$ cat src/rtl/aiv_sync_generator.sv
// PAL 625-line interlaced sync generator: dot/line/field counters advanced on
// clkPhase ticks, with registered sync pulses, sync levels and active-region coordinates.
module aiv_sync_generator #(
  parameter int unsigned H_TOTAL        = 864,
  parameter int unsigned H_SYNC_WIDTH   = 64,
  parameter int unsigned ACTIVE_H_START = 72,
  parameter int unsigned ACTIVE_W       = 720,
  parameter int unsigned ODD_LINES      = 312,
  parameter int unsigned EVEN_LINES     = 313,
  parameter int unsigned V_SYNC_LINES   = 3,
  parameter int unsigned ACTIVE_V_START = 23,
  parameter int unsigned ACTIVE_H_LINES = 288
) (
  input  logic       clk,
  input  logic       nReset,
  input  logic [2:0] clkPhase,
  input  logic       enable,
  output logic       hsync,
  output logic       vsync,
  output logic       hsync_level,
  output logic       vsync_level,
  output logic       isFieldOdd,
  output logic [9:0] active_dot,
  output logic [9:0] active_line,
  output logic       display_enable,
  output logic       frame_start_flag,
  output logic       running
);

  localparam logic [9:0] H_LAST    = 10'(H_TOTAL - 1);
  localparam logic [9:0] ODD_LAST  = 10'(ODD_LINES - 1);
  localparam logic [9:0] EVEN_LAST = 10'(EVEN_LINES - 1);
  localparam logic [9:0] HS_W      = 10'(H_SYNC_WIDTH);
  localparam logic [9:0] VS_L      = 10'(V_SYNC_LINES);
  localparam logic [9:0] AH_S      = 10'(ACTIVE_H_START);
  localparam logic [9:0] AH_E      = 10'(ACTIVE_H_START + ACTIVE_W);
  localparam logic [9:0] AV_S      = 10'(ACTIVE_V_START);
  localparam logic [9:0] AV_E      = 10'(ACTIVE_V_START + ACTIVE_H_LINES);

  typedef enum logic [1:0] {
    S_IDLE     = 2'd0,
    S_RUN      = 2'd1,
    S_STOPPING = 2'd2
  } state_e;

  state_e     state_q, state_d;
  logic [9:0] dot_q, dot_d;
  logic [9:0] line_q, line_d;
  logic       odd_q, odd_d;

  logic       hsync_q, hsync_d;
  logic       vsync_q, vsync_d;
  logic       hsync_level_q, hsync_level_d;
  logic       vsync_level_q, vsync_level_d;
  logic [9:0] active_dot_q, active_dot_d;
  logic [9:0] active_line_q, active_line_d;
  logic       display_enable_q, display_enable_d;
  logic       frame_start_q, frame_start_d;

  logic       tick;
  logic       dot_wrap;
  logic       line_wrap;
  logic [9:0] adv_dot;
  logic [9:0] adv_line;
  logic       adv_odd;
  logic       load;
  logic       clear;
  logic       in_active;
  logic [9:0] rel_line;

  // Position the counters would take if they advance on this tick.
  always_comb begin
    tick      = (clkPhase == 3'b000);
    dot_wrap  = (dot_q == H_LAST);
    line_wrap = dot_wrap && (odd_q ? (line_q == ODD_LAST) : (line_q == EVEN_LAST));
    adv_dot   = dot_wrap ? 10'd0 : dot_q + 10'd1;
    adv_line  = !dot_wrap ? line_q : (line_wrap ? 10'd0 : line_q + 10'd1);
    adv_odd   = line_wrap ? !odd_q : odd_q;
  end

  always_comb begin
    state_d = state_q;
    dot_d   = dot_q;
    line_d  = line_q;
    odd_d   = odd_q;
    load    = 1'b0;
    clear   = 1'b0;
    if (tick) begin
      case (state_q)
        S_IDLE: begin
          if (enable) begin
            state_d = S_RUN;
            dot_d   = 10'd0;
            line_d  = 10'd0;
            odd_d   = 1'b1;
            load    = 1'b1;
          end
        end
        S_RUN: begin
          if (!enable) state_d = S_STOPPING;
          dot_d  = adv_dot;
          line_d = adv_line;
          odd_d  = adv_odd;
          load   = 1'b1;
        end
        S_STOPPING: begin
          if (enable) begin
            state_d = S_RUN;
            dot_d   = adv_dot;
            line_d  = adv_line;
            odd_d   = adv_odd;
            load    = 1'b1;
          end else if (!odd_q && line_wrap) begin
            // End of the even field: the frame is complete, park in IDLE.
            state_d = S_IDLE;
            dot_d   = 10'd0;
            line_d  = 10'd0;
            odd_d   = 1'b0;
            clear   = 1'b1;
          end else begin
            dot_d  = adv_dot;
            line_d = adv_line;
            odd_d  = adv_odd;
            load   = 1'b1;
          end
        end
        default: begin
          state_d = S_IDLE;
          dot_d   = 10'd0;
          line_d  = 10'd0;
          odd_d   = 1'b0;
          clear   = 1'b1;
        end
      endcase
    end
  end

  // Outputs describe the position being loaded on this edge.
  always_comb begin
    rel_line  = line_d - AV_S;
    in_active = (dot_d >= AH_S) && (dot_d < AH_E) && (line_d >= AV_S) && (line_d < AV_E);

    hsync_d          = 1'b0;
    vsync_d          = 1'b0;
    frame_start_d    = 1'b0;
    hsync_level_d    = hsync_level_q;
    vsync_level_d    = vsync_level_q;
    active_dot_d     = active_dot_q;
    active_line_d    = active_line_q;
    display_enable_d = display_enable_q;

    if (load) begin
      hsync_d          = (dot_d == 10'd0);
      vsync_d          = (dot_d == 10'd0) && (line_d == 10'd0);
      hsync_level_d    = (dot_d < HS_W);
      vsync_level_d    = (line_d < VS_L);
      display_enable_d = in_active;
      active_dot_d     = in_active ? (dot_d - AH_S) : 10'd0;
      active_line_d    = in_active ? ((rel_line << 1) | {9'd0, odd_d}) : 10'd0;
      frame_start_d    = in_active && odd_d && (line_d == AV_S) && (dot_d == AH_S);
    end else if (clear) begin
      hsync_level_d    = 1'b0;
      vsync_level_d    = 1'b0;
      display_enable_d = 1'b0;
      active_dot_d     = 10'd0;
      active_line_d    = 10'd0;
    end
  end

  always_ff @(posedge clk or negedge nReset) begin
    if (!nReset) begin
      state_q          <= S_IDLE;
      dot_q            <= 10'd0;
      line_q           <= 10'd0;
      odd_q            <= 1'b0;
      hsync_q          <= 1'b0;
      vsync_q          <= 1'b0;
      hsync_level_q    <= 1'b0;
      vsync_level_q    <= 1'b0;
      active_dot_q     <= 10'd0;
      active_line_q    <= 10'd0;
      display_enable_q <= 1'b0;
      frame_start_q    <= 1'b0;
    end else begin
      state_q          <= state_d;
      dot_q            <= dot_d;
      line_q           <= line_d;
      odd_q            <= odd_d;
      hsync_q          <= hsync_d;
      vsync_q          <= vsync_d;
      hsync_level_q    <= hsync_level_d;
      vsync_level_q    <= vsync_level_d;
      active_dot_q     <= active_dot_d;
      active_line_q    <= active_line_d;
      display_enable_q <= display_enable_d;
      frame_start_q    <= frame_start_d;
    end
  end

  assign hsync            = hsync_q;
  assign vsync            = vsync_q;
  assign hsync_level      = hsync_level_q;
  assign vsync_level      = vsync_level_q;
  assign isFieldOdd       = odd_q;
  assign active_dot       = active_dot_q;
  assign active_line      = active_line_q;
  assign display_enable   = display_enable_q;
  assign frame_start_flag = frame_start_q;
  assign running          = (state_q != S_IDLE);

endmodule
$ cat config.mk
export PLATFORM = sky130hd
export DESIGN_NAME = aiv_sync_generator
export DESIGN_NICKNAME = d
export VERILOG_FILES = /design/src/rtl/aiv_sync_generator.sv
export SDC_FILE = /design/constraint.sdc
export NUM_CORES = 1
export LEC_CHECK = 0
export BUFFER_PORTS_ARGS = -buffer_cell sky130_fd_sc_hd__buf_4
export CAP_MARGIN = 20
export CELL_PAD_IN_SITES_DETAIL_PLACEMENT = 1
export CELL_PAD_IN_SITES_GLOBAL_PLACEMENT = 2
export CORE_ASPECT_RATIO = 1.25
export CORE_MARGIN = 2
export CORE_UTILIZATION = 25
export CTS_CLUSTER_SIZE = 25
export DETAILED_ROUTE_END_ITERATION = 6
export GPL_TIMING_DRIVEN = 0
export PLACE_DENSITY = 0.58
export SETUP_SLACK_MARGIN = 0.02
export SYNTH_ARGS = -nofsm -noshare
export SYNTH_HDL_FRONTEND = slang
export SYNTH_SLANG_ARGS = --single-unit
$ cat constraint.sdc
create_clock -name clk -period 3.8 [get_ports clk]
set_input_delay 0.38 -clock clk [delete_from_list [all_inputs] [get_ports clk]]
set_output_delay 0.38 -clock clk [all_outputs]
set_load 0.05 [all_outputs]
==> results.toml <==
[synthesis]
yosys_warnings = 0
async_flop_share_pct = 100.0
syn_area_um2 = 3009
ys_top_cells_by_area = "dfrtp_1, a22o_1, nand2_1"
synth-seq-cells = 49
synth_common_cells = "dfrtp_1, nand2_1, a22o_1"
postSynthCellCount = 323
avgSynthCellArea_um2 = 9.316
synth_cell_types = 66
seq_area_frac_synth_pct = 40.75
synth_top_cell_by_area = "dfrtp_1"
synthesis.nets = 337
synth-edff-count = 0
yosysMostFrequentCell = "dfrtp_1"
synth_top_area_share_pct = 40.75
synth_top_flop_cell = "dfrtp_1"

[finish]
diodes = 0
finish.utilization_pct = 35.56
nets = 412
area_growth_pct = 37.92
fin_area_um2 = 4150
drive_above_1_share_pct = 34.84

[detailed_routing]
met2_wirelength_um = 5498
dr.pass1.iters = 4
wl_per_cell_um = 19.25
vias_per_cell = 5.064
vias = 2836
top_layer = "met4"
drtIter0Drc = 98
drt-total-wl_um = 10780
drc_errors = 0
postRouteAntennaNets = 0
routed-wl-met3_um = 192
routedLengthMet1_um = 4885

[floorplanning]
ios = 34
core_area_um2 = 11670
die_h_um = 126.7
die_area_um2 = 12940
row_count = 44
initial_core_util_pct = 25.78
fp.dieW_um = 102.1

[setup_path]
startpoint = "isFieldOdd$_DFF_PN0_"
arrival_ns = 4.13
crit_chain = "nor4_4 -> a21oi_2 -> or4_4 -> inv_2 -> ha_4 -> nor2b_4 -> o21bai_4 -> clkbuf_16 -> a31oi_1 -> o211a_1 -> inv_1 -> o41ai_4 -> o211ai_1 -> nor3_4 -> buf_6 -> a22o_1"
r2r_slack_ns = -0.09
r2r_start = "isFieldOdd$_DFF_PN0_"
cp-end-kind = "register"
reg2regPathDepth = 16
cp_num_buf_inv = 4
cp.required_ns = 4.04
cp_top_family = "simple AND/OR/NAND/NOR gates"
crit_type = "reg2reg"
worstSetupStartpointType = "register"
cp_slowest_cell = "or4_4"
worst-path-max-fanout = 8
crit_path_max_incr_delay_ns = 0.55
reg2reg_to = "active_line[1]$_DFFE_PN0P_"

[global_routing]
grt_max_degree = 50
grt.overflow.total = 0
grt_pass1_wl_um = 17180
first_global_vias = 3010
grtUsageTotal_pct = 17.41
antenna_found_initial = 0

[sta]
setup_viol = 20
fmax_ghz = 0.2573
skew_ns = 0.008661
tightestPinTransition_ns = 0.7857
post-route-period-util_pct = 102.3
final.min_clock_period_ns = 3.887
maxSlewViolCount = 0
slew_headroom_pct = 47.22
rsz0062_at_grt = "yes"
worst_slack_ns = -0.08690
fin_tns_setup_ns = -1.529
final_hold_viol_count = 0

[power]
power_density_nw_per_um2 = 525.7
power_mw = 2.182
leakage_nw = 1.834
ir_drop_v = 0.0002442

[run_status]
violations = "setup timing"
status = "finished, violations left"

[placed_design]
port-buffer-count = 32
dp_slack_ns = -0.9478
gp_congestion = 0.8031
dpl_cell_area_um2 = 3525
hpwl_um = 7518

[clock_tree]
cts_sinks = 49
clock_path_buffers = 2
cts_root_buf = "clkbuf_16"
clkLatencyLatePin_ns = 0.30
cts_tree = "yes"
clkTransAtPathRegs_ns = 0.08
numCtsBuffers = 5
htree_num_levels = 2

[min_path]
min_path_type = "in2async"

[flow_run]
cap_violations = 0
-- area by class of cell --
type / count / area [um^2]
Inverter: 15 / 56.30
Multi-Input combinational cell: 243 / 1864
Sequential cell: 49 / 1236
Buffer: 14 / 102.6
Clock inverter: 2 / 17.52
Fill cell: 1386 / 7521
Timing Repair Buffer: 70 / 533.0
Tap cell: 161 / 201.4
Clock buffer: 6 / 138.9
-- layout by cell type, fill, tap and decap left out, types with 5 or more instances in the layout --
cell,n
a21oi_1,10
clkbuf_1,7
o21ai_0,7
buf_6,5
nand4_1,5
nor2_1,17
dfrtp_1,41
and3_1,6
nand2_1,30
clkbuf_16,6
dfrtp_2,8
buf_4,68
o21a_1,7
nor3_1,6
nand3_1,12
xor2_1,9
inv_1,12
nor4_1,5
a22o_1,23
-- worst reg2reg max path, cell delays in order, from the launching register on --
cell	delay, ns
dfrtp_2	0.44
nor4_4	0.31
a21oi_2	0.09
or4_4	0.55
inv_2	0.08
ha_4	0.12
nor2b_4	0.17
o21bai_4	0.09
clkbuf_16	0.18
a31oi_1	0.16
o211a_1	0.26
inv_1	0.13
o41ai_4	0.39
o211ai_1	0.21
nor3_4	0.33
buf_6	0.18
a22o_1	0.13
-- kinds of logic after synthesis --
logic type	share of synthesized area, %
adder cells (fa/ha/maj)	3.327
AND/OR/NAND/NOR	23.20
flip-flops	40.75
AO/OA/AOI/OAI	23.87
multiplexers	0.6653
buffers and inverters	4.698
XOR/XNOR	3.493
-- power breakdown --
part	internal, mW	leakage [nW]	switching (mW)	total [mW]
logic	0.385	1.11	0.598	0.983
registers	0.618	0.645	0.0891	0.707
clock network	0.267	0.0775	0.225	0.492
-- through the flow --
| stage | instances | hold WS, ns |
|---|---|---|
| after global routing | 560 | 0.1697 |
| after detailed placement | 516 | 0.4731 |
| after floorplan | 323 | 0.08441 |
| after CTS | 551 | 0.1495 |
| after global placement | 516 | 0.4663 |
| final | 560 | 0.1095 |
-- flip-flops by register name, summed over array words and instances (netlist names) --
| name | cells |
|---|---|
| active_dot | 10 |
| active_line | 10 |
| dot_q | 10 |
| line_q | 10 |
| state_q | 2 |
| display_enable | 1 |
| frame_start_flag | 1 |
| hsync | 1 |
| hsync_level | 1 |
| isFieldOdd | 1 |
| vsync | 1 |
| vsync_level | 1 |
-- worst max path at each step --
stage,to,cells after the start
after floorplan,active_dot[5]$_DFFE_PN0P_,21
after global placement,vsync$_DFF_PN0_,17
after detailed placement,vsync$_DFF_PN0_,17
after CTS,active_line[1]$_DFFE_PN0P_,21
after global routing,active_line[1]$_DFFE_PN0P_,19
final,active_line[1]$_DFFE_PN0P_,16
-- per-layer routing --
layer	vias up	track usage (%)
met3	13	2.039
met5	-	0
li1	1352	-
met2	43	29.84
met1	1428	22.61
met4	0	5.647
-- repair_timing --
| action | 4_1_cts | 5_1_grt |
|---|---|---|
| buffers inserted | 26 | 8 |
| resized for setup | 39 | 7 |
| pin swaps | 23 | 5 |
| gates cloned | 2 | 0 |
| setup endpoints to repair | 25 | 25 |
| hold buffers | 0 | 0 |
(Power assumes the default switching activity.)
